$ cat src/rtl/button_conditioner.sv
// button_conditioner: per-channel 2-flop synchronizer, debounce counter and
// press/release edge pulses for the board push-buttons, with optional
// auto-repeat strobes while a button is held.
// Build option: define BTN_AUTO_REPEAT_EN to build the auto-repeat FSM;
// without it btn_repeat is tied to 0 and the port is kept for wiring.
module button_conditioner #(
  parameter int N_BTN           = 4,
  parameter int DEBOUNCE_CYCLES = 500000,
  parameter int REPEAT_DELAY    = 25000000,
  parameter int REPEAT_PERIOD   = 5000000
) (
  input  logic             clk,
  input  logic             rst_l,
  input  logic [N_BTN-1:0] buttons_raw,
  output logic [N_BTN-1:0] btn_level,
  output logic [N_BTN-1:0] btn_press,
  output logic [N_BTN-1:0] btn_release,
  output logic [N_BTN-1:0] btn_repeat,
  output logic             any_press
);

  localparam int CNT_W = $clog2(DEBOUNCE_CYCLES) + 1;
  localparam logic [CNT_W-1:0] CNT_LAST = CNT_W'(DEBOUNCE_CYCLES - 1);

  logic [N_BTN-1:0]            sync_p0;
  logic [N_BTN-1:0]            sync_p1;
  logic [N_BTN-1:0][CNT_W-1:0] cnt;
  logic [N_BTN-1:0]            accept;
  logic [N_BTN-1:0]            press_nxt;
  logic [N_BTN-1:0]            release_nxt;

  // Stage p0/p1: two-flop synchronizer bringing the raw pins into clk domain
  always_ff @(posedge clk or negedge rst_l) begin
    if (!rst_l) begin
      sync_p0 <= '0;
      sync_p1 <= '0;
    end else begin
      sync_p0 <= buttons_raw;
      sync_p1 <= sync_p0;
    end
  end

  // A change is accepted on the edge where the counter has seen the
  // synchronized value differ from the level for DEBOUNCE_CYCLES edges
  always_comb begin
    accept = '0;
    for (int i = 0; i < N_BTN; i++) begin
      accept[i] = (sync_p1[i] != btn_level[i]) && (cnt[i] == CNT_LAST);
    end
  end

  assign press_nxt   = accept & sync_p1;
  assign release_nxt = accept & ~sync_p1;

  // Stage p2: debounce counters, registered level and edge pulses
  always_ff @(posedge clk or negedge rst_l) begin
    if (!rst_l) begin
      cnt         <= '0;
      btn_level   <= '0;
      btn_press   <= '0;
      btn_release <= '0;
      any_press   <= 1'b0;
    end else begin
      for (int i = 0; i < N_BTN; i++) begin
        // Agreement (including a one-cycle glitch back) restarts the count
        if ((sync_p1[i] == btn_level[i]) || accept[i]) begin
          cnt[i] <= '0;
        end else begin
          cnt[i] <= cnt[i] + CNT_W'(1);
        end
      end
      btn_level   <= btn_level ^ accept;
      btn_press   <= press_nxt;
      btn_release <= release_nxt;
      any_press   <= |press_nxt;
    end
  end

`ifdef BTN_AUTO_REPEAT_EN
  localparam int RC_MAX = (REPEAT_DELAY > REPEAT_PERIOD) ? REPEAT_DELAY : REPEAT_PERIOD;
  localparam int RC_W   = $clog2(RC_MAX) + 1;
  localparam logic [RC_W-1:0] RC_DELAY_LAST  = RC_W'(REPEAT_DELAY - 1);
  localparam logic [RC_W-1:0] RC_PERIOD_LAST = RC_W'(REPEAT_PERIOD - 1);

  typedef enum logic [1:0] {
    ST_UP,
    ST_HOLD_DELAY,
    ST_HOLD_REPEAT
  } rpt_state_t;

  rpt_state_t [N_BTN-1:0]     state;
  logic [N_BTN-1:0][RC_W-1:0] rc;

  // Stage p2: per-channel hold FSM issuing the auto-repeat strobes;
  // an accepted release wins over a repeat due on the same edge
  always_ff @(posedge clk or negedge rst_l) begin
    if (!rst_l) begin
      for (int i = 0; i < N_BTN; i++) begin
        state[i] <= ST_UP;
      end
      rc         <= '0;
      btn_repeat <= '0;
    end else begin
      btn_repeat <= '0;
      for (int i = 0; i < N_BTN; i++) begin
        case (state[i])
          ST_UP: begin
            if (press_nxt[i]) begin
              state[i] <= ST_HOLD_DELAY;
              rc[i]    <= '0;
            end
          end
          ST_HOLD_DELAY: begin
            if (release_nxt[i]) begin
              state[i] <= ST_UP;
              rc[i]    <= '0;
            end else if (rc[i] == RC_DELAY_LAST) begin
              btn_repeat[i] <= 1'b1;
              rc[i]         <= '0;
              state[i]      <= ST_HOLD_REPEAT;
            end else begin
              rc[i] <= rc[i] + RC_W'(1);
            end
          end
          ST_HOLD_REPEAT: begin
            if (release_nxt[i]) begin
              state[i] <= ST_UP;
              rc[i]    <= '0;
            end else if (rc[i] == RC_PERIOD_LAST) begin
              btn_repeat[i] <= 1'b1;
              rc[i]         <= '0;
            end else begin
              rc[i] <= rc[i] + RC_W'(1);
            end
          end
          default: begin
            state[i] <= ST_UP;
            rc[i]    <= '0;
          end
        endcase
      end
    end
  end
`else
  // Without auto-repeat the hold FSM collapses to UP/DOWN, which is
  // exactly btn_level, so no extra state is kept
  assign btn_repeat = '0;
`endif

endmodule

$ cat config.mk
export PLATFORM = sky130hd
export DESIGN_NAME = button_conditioner
export DESIGN_NICKNAME = d
export VERILOG_FILES = /design/src/rtl/button_conditioner.sv
export SDC_FILE = /design/constraint.sdc
export NUM_CORES = 1
export LEC_CHECK = 0
export BUFFER_PORTS_ARGS = -buffer_cell sky130_fd_sc_hd__buf_2
export CELL_PAD_IN_SITES_DETAIL_PLACEMENT = 0
export CELL_PAD_IN_SITES_GLOBAL_PLACEMENT = 1
export CORE_AREA = 2 2 131 133
export CTS_BUF_LIST = sky130_fd_sc_hd__clkbuf_8
export CTS_CLUSTER_DIAMETER = 40
export DETAILED_ROUTE_END_ITERATION = 8
export DIE_AREA = 0 0 133 135
export HOLD_SLACK_MARGIN = 0.08
export PLACE_DENSITY = 0.54
export REMOVE_ABC_BUFFERS = 1
export SYNTH_ARGS = -nofsm -noshare
export SYNTH_HDL_FRONTEND = slang
export SYNTH_SLANG_ARGS = --single-unit
$ cat constraint.sdc
create_clock -name clk -period 3.3 [get_ports clk]
set_input_delay 0.165 -clock clk [delete_from_list [all_inputs] [get_ports clk]]
set_output_delay 0.165 -clock clk [all_outputs]
set_load 0.02 [all_outputs]
==> key figures <==
GRT
  • Total track usage: 12.4%
  • Largest net degree at the start of global routing: 70
  • Initial antenna violation count: 0
  • Total global routing overflow: 0
  • First-pass GRT wire length: 17600 um
  • Vias in the first global route: 3386

Power
  • Comb pwr share: 3.5%
  • Clock Power Share: 44.3%
  • Sw Ratio: 21.8%
  • Pwr Total: 2.44 mW
  • Switch Pwr: 531 uW
  • Reg power frac: 52.2%
  • Leakage: 2.21 nW
  • PD cells: 443 nW/um2
  • P_int: 1.90 mW
  • Maximum vdd drop: 0.256 mV

Synthesis
  • Mapped cell area: 4850 um2
  • Synth cell types: 44
  • Yosys reg bits: 101
  • Register area share after synthesis: 52.1%
  • Syn. warnings: 0
  • Syn Inst Count: 471
  • Post-Syn Area per Cell: 10.3 um2

Worst hold path
  • Hold depth: 0
  • HP Class: register to register

Setup path
  • FF-to-FF path depth: 5
  • Cell breakdown of the critical path: nor4b_1 -> nand4_1 -> o21ai_1 -> buf_4 -> nor2_1
  • Worst path depth: 5
  • Critical path required time: 3.58 ns
  • WP data arrival: 2.40 ns
  • Top delay family on crit path: simple AND/OR/NAND/NOR gates
  • Reg2Reg Setup Slack: 1.17 ns
  • Setup CP Type: register to register
  • CP Buf/Inv Count: 1
  • Worst setup SP type: register
  • Worst Path Max Fanout: 9
  • Max incr delay on CP: 0.60 ns
  • Slowest CP cell: o21ai_1
  • Critical path capture point type: register

Cells and area
  • Final nets: 505
  • Share of layout cells above drive strength 1: 10.8%
  • Final instance area: 5500 um2
  • Register area: 2530 um2
  • Fill cells: 1695
  • Area occupied by multi-input gates: 2200 um2
  • Post-route core utilization: 33.5%
  • ANT cells: 0
  • Syn-to-layout area delta: 13.4%

Detailed routing
  • Drt first pass iters: 4
  • 1st-iter DRT viols: 272
  • DR vias: 3422
  • Wire length per cell: 14.1 um
  • Final wirelength: 10200 um
  • Final antenna-violating net count: 0
  • Vias per cell: 4.75
  • DR DRC count: 0

Clocking
  • H-tree Lvls: 3
  • CTS tree: built
  • Clock tree buffer depth: 2
  • Clock-pin slew on the worst setup and hold paths: 0.10 ns
  • Clk sinks: 101
  • CTS resizes: 0
  • Root buf cell: clkbuf_8
  • CTS Buf Count: 9
  • Worst skew pair latency: 0.38 ns

Floorplanning
  • CORE AREA: 16400 um2
  • I/O pin cnt: 23
  • Die X: 133 um
  • Row count: 47
  • Die H: 135 um
  • Total die area: 18000 um2
  • Starting Density: 29.6%

Place
  • Gpl congestion: 0.738
  • DP Area: 5170 um2
  • DP HPWL: 6850 um
  • I/O Buffers: 18

Timing
  • Slew margin rel.: 40.7%
  • Setup violations, final: 0
  • Hold slack: 0.356 ns
  • Max Clk Rate: 0.470 GHz
  • Final Max Slew Viols: 0
  • Fin crit share: 64.5%
  • Setup Skew: 0.00717 ns
  • Slew at the pin closest to its max-slew limit: 0.889 ns
  • Setup_tns: 0 ns
  • RSZ-0062 raised after global routing: no
  • Final Critical Period: 2.13 ns
  • Final hold vios: 0

Flow run
  • Max Cap Violations: 0

Run status
  • Status: finished, final reports clean
==> metal layers <==
metal / routed length (um) / track usage, %
met1: 4960 / 16.7
met2: 4770 / 19.3
met3: 288 / 3.19
met4: 146 / 4.30
met5: 0 / 0
==> cells in the mapped netlist, drive strengths merged <==
library cell / number / share of area, %
nor3b: 2 / 0.31
conb: 1 / 0.077
and4: 5 / 0.90
dfrtp: 101 / 52
clkbuf: 7 / 0.62
nand3: 19 / 2.0
a21oi: 11 / 1.1
or3: 11 / 1.5
and3: 2 / 0.26
nor4: 29 / 4.2
or4: 7 / 1.3
o21ai: 12 / 1.5
o21bai: 2 / 0.62
nor2: 75 / 5.8
nor3: 15 / 1.5
mux2i: 3 / 0.62
mux2: 4 / 0.93
nand4: 32 / 4.7
nor2b: 1 / 0.13
nor4b: 7 / 1.6
a31o: 1 / 0.18
nand2b: 4 / 0.52
or4b: 1 / 0.21
and3b: 2 / 0.36
o31ai: 1 / 0.15
xnor2: 41 / 7.4
ha: 4 / 1.0
buf: 8 / 1.2
nand2: 29 / 2.2
inv: 12 / 0.93
xor2: 22 / 4.0
==> worst register-to-register path, cell delays in order (launching register included) <==
cell	delay, ns
dfrtp_1	0.49
nor4b_1	0.34
nand4_1	0.24
o21ai_1	0.60
buf_4	0.28
nor2_1	0.06
==> stage by stage <==
step,std cells,setup slack (ns)
finish,720,1.17
global route,720,0.992
CTS,720,1.15
detailed placement,699,1.17
global placement,699,1.22
floorplan,459,1.40
==> sequential cells by signal (all words and copies together), names as in the netlist, named ones only <==
name	count
cnt	80
btn_release	4
any_press	1
sync_p0	4
sync_p1	4
btn_press	4
==> worst paths after layout <==
check / from / endpoint
max: cnt[29]$_DFF_PN0_ / cnt[26]$_DFF_PN0_
min: sync_p0[0]$_DFF_PN0_ / sync_p1[0]$_DFF_PN0_
max reg2reg: cnt[29]$_DFF_PN0_ / cnt[26]$_DFF_PN0_
min reg2reg: sync_p0[0]$_DFF_PN0_ / sync_p1[0]$_DFF_PN0_
max in group asynchronous: rst_l / cnt[9]$_DFF_PN0_
min in group asynchronous: rst_l / cnt[36]$_DFF_PN0_
==> repair_timing <==
item / in CTS / in global routing
buffers inserted: 0 / 0
endpoints found under the hold margin: 72 / 0
hold buffers: 5 / 0
setup endpoints to repair: 0 / 0
==> placed cells by master, fill, tap and decap left out, types with 5 or more instances in the layout <==
master and count:
dfrtp_1 101, nor2_1 75, xnor2_1 41, nand4_1 29
nand2_1 29, nor4_1 27, xor2_1 22, nand3_1 19
buf_2 17, nor3_1 15, inv_1 12, a21oi_1 11
clkbuf_8 11, o21ai_0 10, or3_1 10, nor4b_1 6
and4_1 5, dlygate4sd3_1 5
==> layout make-up <==
cell class | instances | area share [%]
clock buffer | 11 | 2.75
clock inverter | 5 | 2.34
inverter | 12 | 0.819
multi-input combinational | 346 | 40.0
sequential | 101 | 46.0
tap | 220 | 5.01
timing repair buffer | 25 | 3.10
==> power groups by stage <==
stage                     logic [mW]  registers (mW)  clock network, mW
after CTS                     0.0887            1.27               1.12
after detailed placement      0.0836            1.30                  0
after global routing          0.0994            1.27               1.18
after global placement        0.0819            1.30                  0
after floorplan               0.0396            1.29                  0
final                         0.0843            1.27               1.08
==> cells by family after synthesis <==
group / after synthesis / synth area share [%]
buffers and inverters: 27 / 2.76
and+or+nand+nor: 241 / 27.5
muxes: 7 / 1.55
xor gates and xnor gates: 63 / 11.4
adders and majority gates: 4 / 1.03
DFF: 101 / 52.1
other: 1 / 0.0773
AOI/OAI and AO/OA: 27 / 3.56
Note: power is estimated with default switching activity, not from simulation.
